File: config.mk
export PLATFORM = sky130hd
export DESIGN_NAME = ahb_burst_master
export DESIGN_NICKNAME = d
export VERILOG_FILES = /design/src/rtl/ahb_burst_master.sv
export SDC_FILE = /design/constraint.sdc
export NUM_CORES = 1
export LEC_CHECK = 0
export CAP_MARGIN = 20
export CORE_MARGIN = 8
export CORE_UTILIZATION = 44
export CTS_CLUSTER_SIZE = 10
export DETAILED_ROUTE_END_ITERATION = 16
export GPL_TIMING_DRIVEN = 0
export HOLD_SLACK_MARGIN = 0.06
export PLACE_DENSITY = 0.77
export SYNTH_ARGS = -nofsm -noshare
export SYNTH_HDL_FRONTEND = slang
export SYNTH_SLANG_ARGS = --single-unit
File: constraint.sdc
create_clock -name Hclk -period 3.6 [get_ports Hclk]
set_clock_uncertainty 0.2 [all_clocks]
set_input_delay 0.72 -clock Hclk [delete_from_list [all_inputs] [get_ports Hclk]]
set_output_delay 0.72 -clock Hclk [all_outputs]
set_load 0.01 [all_outputs]
File: src/rtl/ahb_burst_master.sv
// Command-driven AHB-lite burst master: one command at a time, address phase of
// beat n+1 overlapped with the data phase of beat n, BUSY inserted on late write data.
module ahb_burst_master #(
   parameter int ADDR_W = 32,
   parameter int DATA_W = 32,
   parameter int LEN_W  = 5
) (
   input  logic              Hclk,
   input  logic              Hresetn,
   input  logic              cmd_valid,
   output logic              cmd_ready,
   input  logic              cmd_write,
   input  logic [ADDR_W-1:0] cmd_addr,
   input  logic [2:0]        cmd_burst,
   input  logic [2:0]        cmd_size,
   input  logic [LEN_W-1:0]  cmd_len,
   input  logic [DATA_W-1:0] wr_data,
   input  logic              wr_valid,
   output logic              wr_ready,
   output logic [DATA_W-1:0] rd_data,
   output logic              rd_valid,
   output logic              done,
   input  logic              Hreadyout,
   input  logic [DATA_W-1:0] Hrdata,
   output logic [ADDR_W-1:0] Haddr,
   output logic [DATA_W-1:0] Hwdata,
   output logic              Hwrite,
   output logic              Hreadyin,
   output logic [1:0]        Htrans,
   output logic [2:0]        Hsize,
   output logic [2:0]        Hburst
);
   // state   | meaning
   // S_IDLE  | no command, cmd_ready high
   // S_ADDR  | NONSEQ/SEQ address phase on the bus
   // S_BUSYW | waiting for write data (BUSY mid-burst, IDLE before first beat)
   // S_LAST  | data phase of the final beat, Htrans IDLE

   localparam int CNT_W    = (LEN_W > 5) ? LEN_W : 5;
   localparam int MAX_SIZE = $clog2(DATA_W / 8);

   localparam logic [1:0] HT_IDLE   = 2'd0;
   localparam logic [1:0] HT_BUSY   = 2'd1;
   localparam logic [1:0] HT_NONSEQ = 2'd2;
   localparam logic [1:0] HT_SEQ    = 2'd3;

   typedef enum logic [1:0] {S_IDLE, S_ADDR, S_BUSYW, S_LAST} state_t;

   state_t            state, state_nxt;
   logic [CNT_W-1:0]  cnt_q, cnt_nxt;
   logic              first_q, first_nxt;
   logic [DATA_W-1:0] wbuf_q, wbuf_nxt;
   logic              dphase_q;

   logic [ADDR_W-1:0] haddr_nxt, hwdata_nxt_a, inc, mask, next_addr;
   logic [DATA_W-1:0] hwdata_nxt;
   logic [1:0]        htrans_nxt;
   logic              hwrite_nxt;
   logic [2:0]        hsize_nxt, hburst_nxt, size_c, wrap_sh;
   logic [CNT_W-1:0]  beats_c;

   assign Hreadyin = Hreadyout;

   always_comb begin
      size_c  = (cmd_size > 3'(MAX_SIZE)) ? 3'(MAX_SIZE) : cmd_size;
      beats_c = CNT_W'(1);
      case (cmd_burst)
         3'd1:       beats_c = (cmd_len == '0) ? CNT_W'(1) : CNT_W'(cmd_len);
         3'd2, 3'd3: beats_c = CNT_W'(4);
         3'd4, 3'd5: beats_c = CNT_W'(8);
         3'd6, 3'd7: beats_c = CNT_W'(16);
         default:    beats_c = CNT_W'(1);
      endcase
   end

   // Even non-zero Hburst codes are WRAP4/8/16; the wrap window is beats*inc bytes.
   always_comb begin
      inc     = ADDR_W'(1) << Hsize;
      wrap_sh = {1'b0, Hburst[2:1]} + 3'd1;
      mask    = (inc << wrap_sh) - ADDR_W'(1);
      hwdata_nxt_a = Haddr + inc;
      if (Hburst != 3'd0 && !Hburst[0])
         next_addr = (Haddr & ~mask) | (hwdata_nxt_a & mask);
      else
         next_addr = hwdata_nxt_a;
   end

   always_comb begin
      state_nxt  = state;
      cnt_nxt    = cnt_q;
      first_nxt  = first_q;
      wbuf_nxt   = wbuf_q;
      haddr_nxt  = Haddr;
      hwdata_nxt = Hwdata;
      htrans_nxt = Htrans;
      hwrite_nxt = Hwrite;
      hsize_nxt  = Hsize;
      hburst_nxt = Hburst;
      wr_ready   = 1'b0;
      cmd_ready  = 1'b0;

      if (Htrans[1] && Hreadyout && Hwrite)
         hwdata_nxt = wbuf_q;

      case (state)
         S_IDLE: begin
            cmd_ready = 1'b1;
            if (cmd_valid) begin
               haddr_nxt  = cmd_addr;
               hwrite_nxt = cmd_write;
               hsize_nxt  = size_c;
               hburst_nxt = cmd_burst;
               cnt_nxt    = beats_c;
               state_nxt  = S_ADDR;
               htrans_nxt = HT_NONSEQ;
               if (cmd_write) begin
                  wr_ready = 1'b1;
                  if (wr_valid) begin
                     wbuf_nxt = wr_data;
                  end else begin
                     state_nxt  = S_BUSYW;
                     htrans_nxt = HT_IDLE;
                     first_nxt  = 1'b1;
                  end
               end
            end
         end
         S_ADDR: begin
            if (Hreadyout) begin
               if (cnt_q == CNT_W'(1)) begin
                  state_nxt  = S_LAST;
                  htrans_nxt = HT_IDLE;
               end else begin
                  cnt_nxt    = cnt_q - CNT_W'(1);
                  haddr_nxt  = next_addr;
                  htrans_nxt = HT_SEQ;
                  if (Hwrite) begin
                     wr_ready = 1'b1;
                     if (wr_valid) begin
                        wbuf_nxt = wr_data;
                     end else begin
                        state_nxt  = S_BUSYW;
                        htrans_nxt = HT_BUSY;
                        first_nxt  = 1'b0;
                     end
                  end
               end
            end
         end
         S_BUSYW: begin
            // Before the first beat there is no data phase to stall on.
            wr_ready = first_q | Hreadyout;
            if (wr_ready && wr_valid) begin
               wbuf_nxt   = wr_data;
               state_nxt  = S_ADDR;
               htrans_nxt = first_q ? HT_NONSEQ : HT_SEQ;
               first_nxt  = 1'b0;
            end
         end
         S_LAST: begin
            if (Hreadyout)
               state_nxt = S_IDLE;
         end
         default: state_nxt = S_IDLE;
      endcase
   end

   always_ff @(posedge Hclk or negedge Hresetn) begin
      if (!Hresetn) begin
         state    <= S_IDLE;
         cnt_q    <= '0;
         first_q  <= 1'b0;
         wbuf_q   <= '0;
         dphase_q <= 1'b0;
         Haddr    <= '0;
         Hwdata   <= '0;
         Htrans   <= HT_IDLE;
         Hwrite   <= 1'b0;
         Hsize    <= 3'd0;
         Hburst   <= 3'd0;
         rd_data  <= '0;
         rd_valid <= 1'b0;
         done     <= 1'b0;
      end else begin
         state    <= state_nxt;
         cnt_q    <= cnt_nxt;
         first_q  <= first_nxt;
         wbuf_q   <= wbuf_nxt;
         Haddr    <= haddr_nxt;
         Hwdata   <= hwdata_nxt;
         Htrans   <= htrans_nxt;
         Hwrite   <= hwrite_nxt;
         Hsize    <= hsize_nxt;
         Hburst   <= hburst_nxt;
         if (Hreadyout)
            dphase_q <= Htrans[1];
         rd_valid <= Hreadyout & dphase_q & ~Hwrite;
         if (Hreadyout && dphase_q && !Hwrite)
            rd_data <= Hrdata;
         done     <= (state == S_LAST) & Hreadyout;
      end
   end
endmodule

==> flow_summary.toml <==
[critical_path]
path_cells = "buf_4 -> buf_6 -> nor3_4 -> and2_1 -> ha_2 -> nor3_1 -> a211oi_2 -> or2_4 -> a21boi_4 -> or4_4 -> or3_1 -> a32o_1"
crit_type = "flip-flop to flip-flop"
cp_slowest_cell = "or4_4"
r2r_cells = 12
crit_buf_inv = 2
cp_data_required_time_ns = 3.71
cp.arrival_ns = 3.58
cp-start-kind = "flip-flop"
cp_top_family = "simple AND/OR/NAND/NOR gates"
r2r_slack_ns = 0.13
worst_setup_path_end_kind = "flip-flop"
critPathMaxFanout = 19
crit_path_max_incr_delay_ns = 0.53
worst_r2r_startpoint = "Hsize[0]$_DFFE_PN0P_"

[place]
hpwl_um = 18800
gp_congestion = 0.908
place_area_mm2 = 0.0105
placed_cells = 1293
numPortBuffers = 221

[floorplan]
core-area_mm2 = 0.0178
dieWidth_um = 150
die_y_um = 150
dieArea_mm2 = 0.0226
initial_core_util_pct = 44.5
io_pins = 223
rows = 49

[global_routing]
grt_pass1_wl_um = 39700
grt_overflow_total = 0
grtUsageTotal_pct = 22.4
first_global_vias = 7518
grt_max_degree = 98
antenna_found_initial = 0

[sta]
finalHoldViolations = 0
max_slew_margin_pct = 41.2
rsz0062_at_grt = "no"
worst_pin_slew_ns = 0.878
maxSlewViolCount = 0
timing.final.crit_period_ns = 3.47
setup_violations = 0
fmax_ghz = 0.288
finalCritPeriodShare_pct = 96.4
hold_ws_ns = 0.272
finalSetupTns_ns = 0

[logic_synthesis]
synth.top_cells.by_count = "nand2_1, dfrtp_1, nor2_1, o21ai_0, mux2_2"
synthTopCellsByArea = "dfrtp_1, nand2_1, mux2_2, mux2_1, o21ai_0"
synth_top_area_share_pct = 46.6
syn_avg_cell_area_um2 = 9.44
synth_edf_count = 0
synthSimpleGateAreaFrac_pct = 19.7
synth_fa_ha_area_share_pct = 1.86
yosysSeqAreaShare_pct = 46.6
synth_compound_area_share_pct = 15.6
ys_seq_elements = 148
ys.flop_type = "dfrtp_1"
synth_warnings = 0
synth-xor-area-share_pct = 1.21
syn-num-nets = 966
yosys.cell_types.count = 79
syn_inst = 842
synthArstFlopShare_pct = 100
synth.largest_area_cell = "dfrtp_1"
synth_top_family_by_area = "simple AND/OR/NAND/NOR gates"
yosysMostFrequentCell = "nand2_1"
syn_area_mm2 = 0.00795
synth_mux_area_share_pct = 11.4

[power]
clkPwrFrac_pct = 17.0
p_int_w = 0.00599
combPwrFrac_pct = 53.1
p_per_area_mw_per_mm2 = 933
power.sequential.fraction_pct = 29.9
netSwitchingFraction_pct = 42.3
total_leakage_power_nw = 4.72
peakVddDrop_uv = 490
switchingPower_w = 0.00439

[routing]
drc = 0
firstDrtPassIters = 5
drtIter0Drc = 438
wire_per_inst_um = 19.2
drtAntennaViolNets = 0
wl_um = 25400
via_per_inst = 5.61
vias = 7419

[cts]
cts_tree = "yes"
cts_made_buffers = 17
path_clk_slew_ns = 0.07
cts_root_buffer = "clkbuf_16"
htreeDepth = 4
clock_latency_ns = 0.42
cts_sinks = 148
cts_max_path_buffers = 2

[job]
cap_violations = 0

[layout]
fin_cells = 1323
final_area_mm2 = 0.0111
drive_above_1_share_pct = 10.7
diodes = 0
multi_input_area_mm2 = 0.00399
regArea_mm2 = 0.00370
n_fill_cell = 1511
final_net_count = 1205
areaGrowthSynthToFinish_pct = 39.9

[worst_hold_path]
whs_path_depth = 2
hold_end = "rd_data[23]$_DFFE_PN0P_"
hold_start = "rd_data[23]$_DFFE_PN0P_"
min_path_type = "flip-flop to flip-flop"

[run_status]
status = "finished, final reports clean"
-- cells in the final DEF (no fill, tap or decap), drive strengths merged, types with 3 or more instances in the layout --
cell type,n
a211o,3
a211oi,13
a21oi,36
a22o,3
a22oi,12
a31oi,7
a32oi,4
and2,5
and3,12
buf,21
clkbuf,43
clkdlybuf4s50,220
clkinv,5
dfrtp,148
ha,11
inv,29
mux2,68
mux2i,14
nand2,153
nand2b,10
nand3,31
nand3b,5
nand4,10
nor2,48
nor3,24
nor4,6
o211ai,8
o21a,4
o21ai,64
o22ai,8
o311ai,3
o41ai,3
or3,4
or4,5
xnor2,5
xor2,6
-- worst register-to-register path: cells and delay by family (launching register included) --
kind | cells | cell delay [ns]
buf+inv | 2 | 0.37
flops | 1 | 0.41
simple gates | 6 | 1.54
fa+ha+maj | 1 | 0.23
compound gates | 3 | 0.62
-- layer usage --
| metal | global-route usage (%) | wire length [µm] | up-vias |
|---|---|---|---|
| li1 | - | - | 3507 |
| met1 | 25.9 | 9940 | 3559 |
| met2 | 37.5 | 12300 | 309 |
| met3 | 8.21 | 2580 | 44 |
| met4 | 8.05 | 539 | 0 |
| met5 | 0 | 0 | - |
-- worst max path at each step --
| stage | start | to | slack, ns | cells after the start |
|---|---|---|---|---|
| 5_1_grt | Hsize[0]$_DFFE_PN0P_ | flip-flop | 0.01 | 12 |
| 2_1_floorplan | Hsize[1]$_DFFE_PN0P_ | flip-flop | 0.09 | 13 |
| 3_3_place_gp | Hresetn | rd_data[4]$_DFFE_PN0P_ | -4.56 | 1 |
| 3_5_place_dp | Hsize[2]$_DFFE_PN0P_ | flip-flop | -0.30 | 14 |
| 6_report | Hsize[0]$_DFFE_PN0P_ | flip-flop | 0.13 | 12 |
| 4_1_cts | Hsize[0]$_DFFE_PN0P_ | flip-flop | 0.004 | 12 |
-- layout make-up --
cell class,instances,share of cell area (%)
multi-input cells,625,35.9
flip-flops and latches,148,33.3
repair buffers,224,20.3
clock buffers,17,3.83
well taps,229,2.58
plain buffers,44,1.94
clock inverters,15,1.44
inverters,21,0.709
-- cells by family (layout without fill, tap and decap cells) --
| group | Yosys count | count (layout) |
|---|---|---|
| adders and majority gates | 12 | 12 |
| AOI/OAI and AO/OA | 190 | 190 |
| xor gates and xnor gates | 11 | 11 |
| muxes | 82 | 82 |
| and+or+nand+nor | 330 | 330 |
| buffers and inverters | 69 | 321 |
| DFF | 148 | 148 |
-- stage by stage --
stage          power [W]  util, %  setup slack (ns)
3_3_place_gp     0.00843     58.5             -4.56
3_5_place_dp     0.00854     58.7            -0.300
6_report          0.0104     62.3             0.129
4_1_cts           0.0104     62.1           0.00428
2_1_floorplan    0.00615        -            0.0950
5_1_grt           0.0111     62.3            0.0131
-- timing repair --
| item | CTS | global route |
|---|---|---|
| gates resized for setup | 5 | 16 |
| setup endpoints to repair | 4 | 16 |
| endpoints found under the hold margin | 3 | 0 |
| pin swaps | 0 | 3 |
| hold buffers | 1 | 0 |
| setup buffers | 0 | 1 |
-- power by group through the flow --
stage | logic [W] | registers, W | clock network (W)
2_1_floorplan | 0.00289 | 0.00326 | 0
3_5_place_dp | 0.00543 | 0.00311 | 0
3_3_place_gp | 0.00535 | 0.00307 | 0
4_1_cts | 0.00548 | 0.00309 | 0.00179
6_report | 0.00551 | 0.00311 | 0.00176
5_1_grt | 0.00599 | 0.00322 | 0.00186
No activity file was read; power rests on OpenSTA's default activity.
